--- config.mk ---
export PLATFORM = sky130hd
export DESIGN_NAME = serial_adder
export DESIGN_NICKNAME = d
export VERILOG_FILES = /design/src/rtl/serial_adder.sv
export SDC_FILE = /design/constraint.sdc
export NUM_CORES = 1
export LEC_CHECK = 0
export BUFFER_PORTS_ARGS = -buffer_cell sky130_fd_sc_hd__buf_4
export CAP_MARGIN = 20
export CORE_MARGIN = 1.5
export CORE_UTILIZATION = 52
export DETAILED_ROUTE_END_ITERATION = 16
export GPL_TIMING_DRIVEN = 1
export PLACE_DENSITY = 0.77
export SLEW_MARGIN = 25
export SYNTH_ARGS = -nofsm -noshare
export SYNTH_HDL_FRONTEND = slang
export SYNTH_SLANG_ARGS = --single-unit
--- constraint.sdc ---
create_clock -name clk -period 1.45 [get_ports clk]
set_input_delay 0.29 -clock clk [delete_from_list [all_inputs] [get_ports clk]]
set_output_delay 0.29 -clock clk [all_outputs]
set_load 0.01 [all_outputs]
--- src/rtl/serial_adder.sv ---
`default_nettype none
// +--------------------------------------------------------------------------+
// | serial_adder: bit-serial WIDTH-bit adder, one full-adder cell, LSB first |
// | Revision: 1.0                                                            |
// +--------------------------------------------------------------------------+

module full_add (
  input  logic x,
  input  logic y,
  input  logic z,
  output logic fsum,
  output logic c
);

  assign fsum = x ^ y ^ z;
  assign c    = (x & y) | (z & (x ^ y));

endmodule

module serial_adder #(
  parameter int WIDTH = 8
) (
  input  logic             clk,
  input  logic             rst_n,
  input  logic             start,
  input  logic [WIDTH-1:0] a,
  input  logic [WIDTH-1:0] b,
  input  logic             cin,
  output logic             busy,
  output logic             done,
  output logic [WIDTH-1:0] sum,
  output logic             cout
);

  localparam int CNT_W = $clog2(WIDTH + 1);
  localparam logic [CNT_W-1:0] LAST_BIT = CNT_W'(WIDTH - 1);

  typedef enum logic [1:0] {
    IDLE = 2'd0,
    RUN  = 2'd1,
    DONE = 2'd2
  } state_t;

  state_t             state_q, state_d;
  logic [WIDTH-1:0]   a_sh_q, a_sh_d;
  logic [WIDTH-1:0]   b_sh_q, b_sh_d;
  logic [WIDTH-1:0]   sum_q, sum_d;
  logic               carry_q, carry_d;
  logic               cout_q, cout_d;
  logic [CNT_W-1:0]   cnt_q, cnt_d;
  logic               fa_sum;
  logic               fa_carry;

  full_add u_full_add (
    .x    (a_sh_q[0]),
    .y    (b_sh_q[0]),
    .z    (carry_q),
    .fsum (fa_sum),
    .c    (fa_carry)
  );

  always_comb begin
    state_d = state_q;
    a_sh_d  = a_sh_q;
    b_sh_d  = b_sh_q;
    sum_d   = sum_q;
    carry_d = carry_q;
    cout_d  = cout_q;
    cnt_d   = cnt_q;
    case (state_q)
      IDLE: begin
        if (start) begin
          a_sh_d  = a;
          b_sh_d  = b;
          carry_d = cin;
          cnt_d   = '0;
          state_d = RUN;
        end
      end
      RUN: begin
        // Result bits enter at the MSB so that after WIDTH shifts bit 0 sits at sum[0].
        a_sh_d  = a_sh_q >> 1;
        b_sh_d  = b_sh_q >> 1;
        sum_d   = {fa_sum, sum_q[WIDTH-1:1]};
        carry_d = fa_carry;
        cnt_d   = cnt_q + CNT_W'(1);
        if (cnt_q == LAST_BIT) begin
          cout_d  = fa_carry;
          state_d = DONE;
        end
      end
      DONE: begin
        state_d = IDLE;
      end
      default: begin
        state_d = IDLE;
      end
    endcase
  end

  always_ff @(posedge clk) begin
    if (!rst_n) begin
      state_q <= IDLE;
      a_sh_q  <= '0;
      b_sh_q  <= '0;
      sum_q   <= '0;
      carry_q <= 1'b0;
      cout_q  <= 1'b0;
      cnt_q   <= '0;
    end else begin
      state_q <= state_d;
      a_sh_q  <= a_sh_d;
      b_sh_q  <= b_sh_d;
      sum_q   <= sum_d;
      carry_q <= carry_d;
      cout_q  <= cout_d;
      cnt_q   <= cnt_d;
    end
  end

  assign busy = (state_q == RUN);
  assign done = (state_q == DONE);
  assign sum  = sum_q;
  assign cout = cout_q;

endmodule
`default_nettype wire

; ---- Word level (Yosys, flattened, before mapping)
; Index checks and enable logic that the tools add are counted.
; Widths: inputs -> output; s select.
[classes]
eq_ne = 5
muxes = 11
n_bitwise = 5
n_reduce_logical = 5
addsub = 1
[ops]
columns = operator, count
row1 = $pmux 8 s2, 2
row2 = $mux 8, 2
row3 = $pmux 4 s2, 1
row4 = $reduce_and 2->1, 3
row5 = $add 4x1->4 const B, 1
row6 = $eq 4x3->1 const B, 1
row7 = $mux 2, 2
row8 = $mux 4, 1
row9 = $pmux 2 s2, 1
row10 = $and 1x1->1, 2
row11 = $eq 2x1->1 const B, 1
row12 = $eq 2x2->1 const B, 1
row13 = $logic_not 2->1, 1
row14 = $ne 2x1->1 const B, 1
row15 = $ne 2x2->1 const B, 1
row16 = $pmux 1 s2, 1
row17 = $reduce_bool 2->1, 1
row18 = $xor 1x1->1, 2
row19 = $mux 1, 1
row20 = $or 1x1->1, 1
[totals]
inputBits = 20
regBits = 32
out_inout_bits = 11

; ---- Logic depth before layout (Yosys ltp)
[depth]
ltp_word = 4
mapped_depth = 6
depth_no_buf = 4

; ---- Cells and area by module
; A second synthesis with hierarchy kept.
[unflattened]
cells_unflattened = 165
area_unflattened_um2 = 1467.7
[modules_own_cells]
columns = module, area_per_inst_um2, n_inst, cells_each
row1 = serial_adder, 1447.6, 1, 164
row2 = full_add, 20.0, 1, 1

; ---- Worst setup path before layout
; OpenSTA, ideal clock, no wires.
[synth_path]
kind = reg2reg
startpoint = register state_q[1]
endpoint = register cnt_q[1]
path_stages_with_launch = 7
n_path_buf = 2
path_slack_ps = 298
arrival_ps = 1025
cell_sequence = dfxtp_1 -> nand2b_1 -> buf_6 -> inv_2 -> buf_2 -> a22oi_1 -> nor2_1
[synth_between]
elab_chain_len = 3
word_cells_on_any_way = 6
[synth_lines]
columns = item, line_no
row1 = start: declaration, 44  ; state_t state_q, state_d;
row2 = start signal: assignment, 111  ; state_q <= state_d;
row3 = $eq 2x1->1 (*), n/a
row4 = net busy, 29  ; output logic busy,
row5 = $reduce_bool 2->1 (no source line), n/a
row6 = $reduce_and 2->1 (no source line), n/a
row7 = end signal: assignment, 117  ; cnt_q <= cnt_d;
row8 = end: declaration, 50  ; logic [CNT_W-1:0] cnt_q, cnt_d;
; The timed path passes the listed nets; every way through them passes the cells marked *.
; A chain may end at the register's enable or synchronous reset.

; ---- Worst setup path in the final report
[layout_path]
startpoint = register state_q[0]
endpoint = output done
[layout_between]
elab_chain_len = 1
[layout_lines]
columns = item, line_no
row1 = $eq 2x2->1, 122  ; assign done = (state_q == DONE);
row2 = end: declaration, 30  ; output logic done,
; No other way between the ends.

==> flow_metrics.env <==
export IMPL_status="completed"
export IMPL_synth_edf_count=0
export IMPL_cts_hold_buffers_added=0
export IMPL_slew_violations=0
export IMPL_die_w_um=53.9
export IMPL_pwr_share_comb=0.134
export IMPL_hold_start="a[7]"
export IMPL_drt_first_pass_iters=4
export IMPL_grt_pass1_wl_um=4780
export IMPL_cp_cell_sequence="buf_4, nor2_2, buf_4"
export IMPL_die_y_um=53.9
export IMPL_power_frac_seq=0.547
export IMPL_cp_start_kind="register"
export IMPL_rsz0062_at_grt="no"
export IMPL_synth_top_area_share=0.475
export IMPL_yosysMostFrequentCell="dfxtp_1"
export IMPL_synth_largest_area_cell="dfxtp_1"
export IMPL_crit_top_cell="buf_4"
export IMPL_coreArea_um2=2450
export IMPL_hpwl_um=2080
export IMPL_internal_power_mw=1.32
export IMPL_path_class="register to output pin"
export IMPL_holdPathStages=3
export IMPL_ir_drop_mv=0.786
export IMPL_via_per_inst=5.66
export IMPL_arrival_ns=1.10
export IMPL_fmax_ghz=0.720
export IMPL_stdcell_area_um2=1680
export IMPL_ys_ff_latch=32
export IMPL_crit_path_max_incr_delay_ns=0.39
export IMPL_dpl_cell_area_um2=1590
export IMPL_setup_viol=0
export IMPL_hold_path_class="input port to register"
export IMPL_period_needed_ns=1.39
export IMPL_clk_path_buf_depth=2
export IMPL_cts_root_buf="clkbuf_4"
export IMPL_netlist_instances=160
export IMPL_cts_sinks=32
export IMPL_swShare=0.252
export IMPL_avgSynthCellArea_um2=8.42
export IMPL_finalSetupTns_ns=0
export IMPL_drc_errors=0
export IMPL_grt_max_degree=20
export IMPL_dieArea_um2=2910
export IMPL_first_iter_violations=38
export IMPL_p_sw_mw=0.443
export IMPL_max_slew_margin=0.692
export IMPL_ios=31
export IMPL_wl_um=3030
export IMPL_synth_main_ff_cell="dfxtp_1"
export IMPL_hold_viol=0
export IMPL_postSynth_asyncResetShare=0
export IMPL_required_ns=1.16
export IMPL_rows=18
export IMPL_synth_area_leaders="dfxtp_1, a21oi_1, o2bb2ai_1, nand2_1, o21ai_0"
export IMPL_period_share=0.958
export IMPL_overflow=0
export IMPL_reg2reg_depth=4
export IMPL_synthDistinctLibCells=29
export IMPL_gp_congestion=0.769
export IMPL_syn_num_nets=182
export IMPL_antenna_cells=0
export IMPL_slowest_stage="dfxtp_4"
export IMPL_drive_above_1_share=0.257
export IMPL_holdWs_ns=0.197
export IMPL_leakage_nw=0.673
export IMPL_yosysWarnings=0
export IMPL_reg2reg_to="carry_q"
export IMPL_synth_area_um2=1350
export IMPL_clock_skew_ns=0.0130
export IMPL_worstSetupEndpointType="output pin"
export IMPL_holdPathEnd="a_sh_q[7]"
export IMPL_grt_usage=0.233
export IMPL_nNetsFinal=213
export IMPL_cap_violations=0
export IMPL_pwr_share_clk=0.319
export IMPL_antenna_found_initial=0
export IMPL_numCtsBuffers=5
export IMPL_yosys_top_cells_count="dfxtp_1, a21oi_1, nand2_1, nor2_1, o21ai_0"
export IMPL_first_global_vias=1125
export IMPL_start_util=0.549
export IMPL_powerDensity_nw_per_um2=1050
export IMPL_io_buffer_count=30
export IMPL_area_growth_pct=24.3
export IMPL_worstMarginPinSlew_ns=0.462
export IMPL_wl_per_cell_um=13.7
export IMPL_rrSetupSlack_ns=0.19
export IMPL_r2r_start="state_q[0]"
export IMPL_clock_latency_ns=0.33
export IMPL_crit_path_max_fanout=9
export IMPL_ys_seq_area_frac=0.475
export IMPL_cts_max_level=2
export IMPL_cts_tree="done"
export IMPL_final_antenna_net_count=0
export IMPL_cts_clk_slew_worst_paths_ns=0.10
export IMPL_power_mw=1.76
export IMPL_vias=1250
-- cell usage in the layout (no fill, tap or decap), types with 4 or more instances in the layout --
cell and count:
dfxtp_1 30, a21oi_1 24, o2bb2ai_1 11, clkbuf_4 5, o22ai_1 4, o21ai_0 15, buf_4 35, nand2_1 22
nor2_1 15
-- layer usage --
metal,vias to the layer above,track usage,routed length (um)
li1,625,-,-
met1,586,0.265,1240
met2,36,0.402,1600
met3,3,0.0667,175
met4,0,0.103,19
met5,-,0,0
-- layout make-up --
class	instances	area, um^2
Sequential cell	32	646
Fill cell	203	779
Clock buffer	7	65.1
Timing Repair Buffer	35	263
Multi-Input combinational cell	113	647
Inverter	4	17.5
Tap cell	30	37.5
-- power groups by stage --
stage / clock (mW) / sequential, mW / combinational (mW)
2_1_floorplan: 0 / 0.973 / 0.148
3_3_place_gp: 0 / 0.979 / 0.220
3_5_place_dp: 0 / 0.980 / 0.226
4_1_cts: 0.568 / 0.961 / 0.233
5_1_grt: 0.604 / 0.968 / 0.261
6_report: 0.561 / 0.962 / 0.235
-- registers in the layout, summed over array words and instances, names as in the netlist --
signal	count
a_sh_q	8
cnt_q	4
carry_q	1
state_q	2
b_sh_q	8
cout	1
sum	8
-- repair_timing --
item / CTS / global route
setup buffers: 1 / 0
resized for setup: 3 / 4
setup endpoints to repair: 2 / 2
-- cell families (layout without fill, tap and decap cells) --
kind of cell             count (synthesis)  in the layout  share of synthesized area
flip-flops                              32             32                      0.475
AO/OA/AOI/OAI                           62             62                      0.285
AND/OR/NAND/NOR                         48             48                      0.156
buffers and inverters                   15             46                     0.0520
multiplexers                             1              1                    0.00743
adder cells (fa/ha/maj)                  2              2                     0.0241
-- critical path: cells and delay by family (launching register included) --
| family | cells | cell delay [ns] |
|---|---|---|
| buffers and inverters | 2 | 0.29 |
| DFF | 1 | 0.39 |
| and+or+nand+nor | 1 | 0.09 |
-- through the flow --
stage          worst slack (ns)  std cells   util
2_1_floorplan             0.298        160      -
3_3_place_gp              0.201        213  0.646
3_5_place_dp              0.173        213  0.646
4_1_cts                  0.0181        221  0.678
5_1_grt                 0.00272        221  0.682
6_report                 0.0607        221  0.682
-- worst max path at each step --
stage | start | endpoint | slack [ns] | cells past startpoint
2_1_floorplan | state_q[1] | cnt_q[1] | 0.30 | 6
3_3_place_gp | state_q[1] | cout | 0.20 | 4
3_5_place_dp | state_q[0] | cout | 0.17 | 4
4_1_cts | state_q[1] | busy | 0.02 | 3
5_1_grt | state_q[0] | done | 0.003 | 3
6_report | state_q[0] | done | 0.06 | 3
Power figures use the tool's default switching activity.
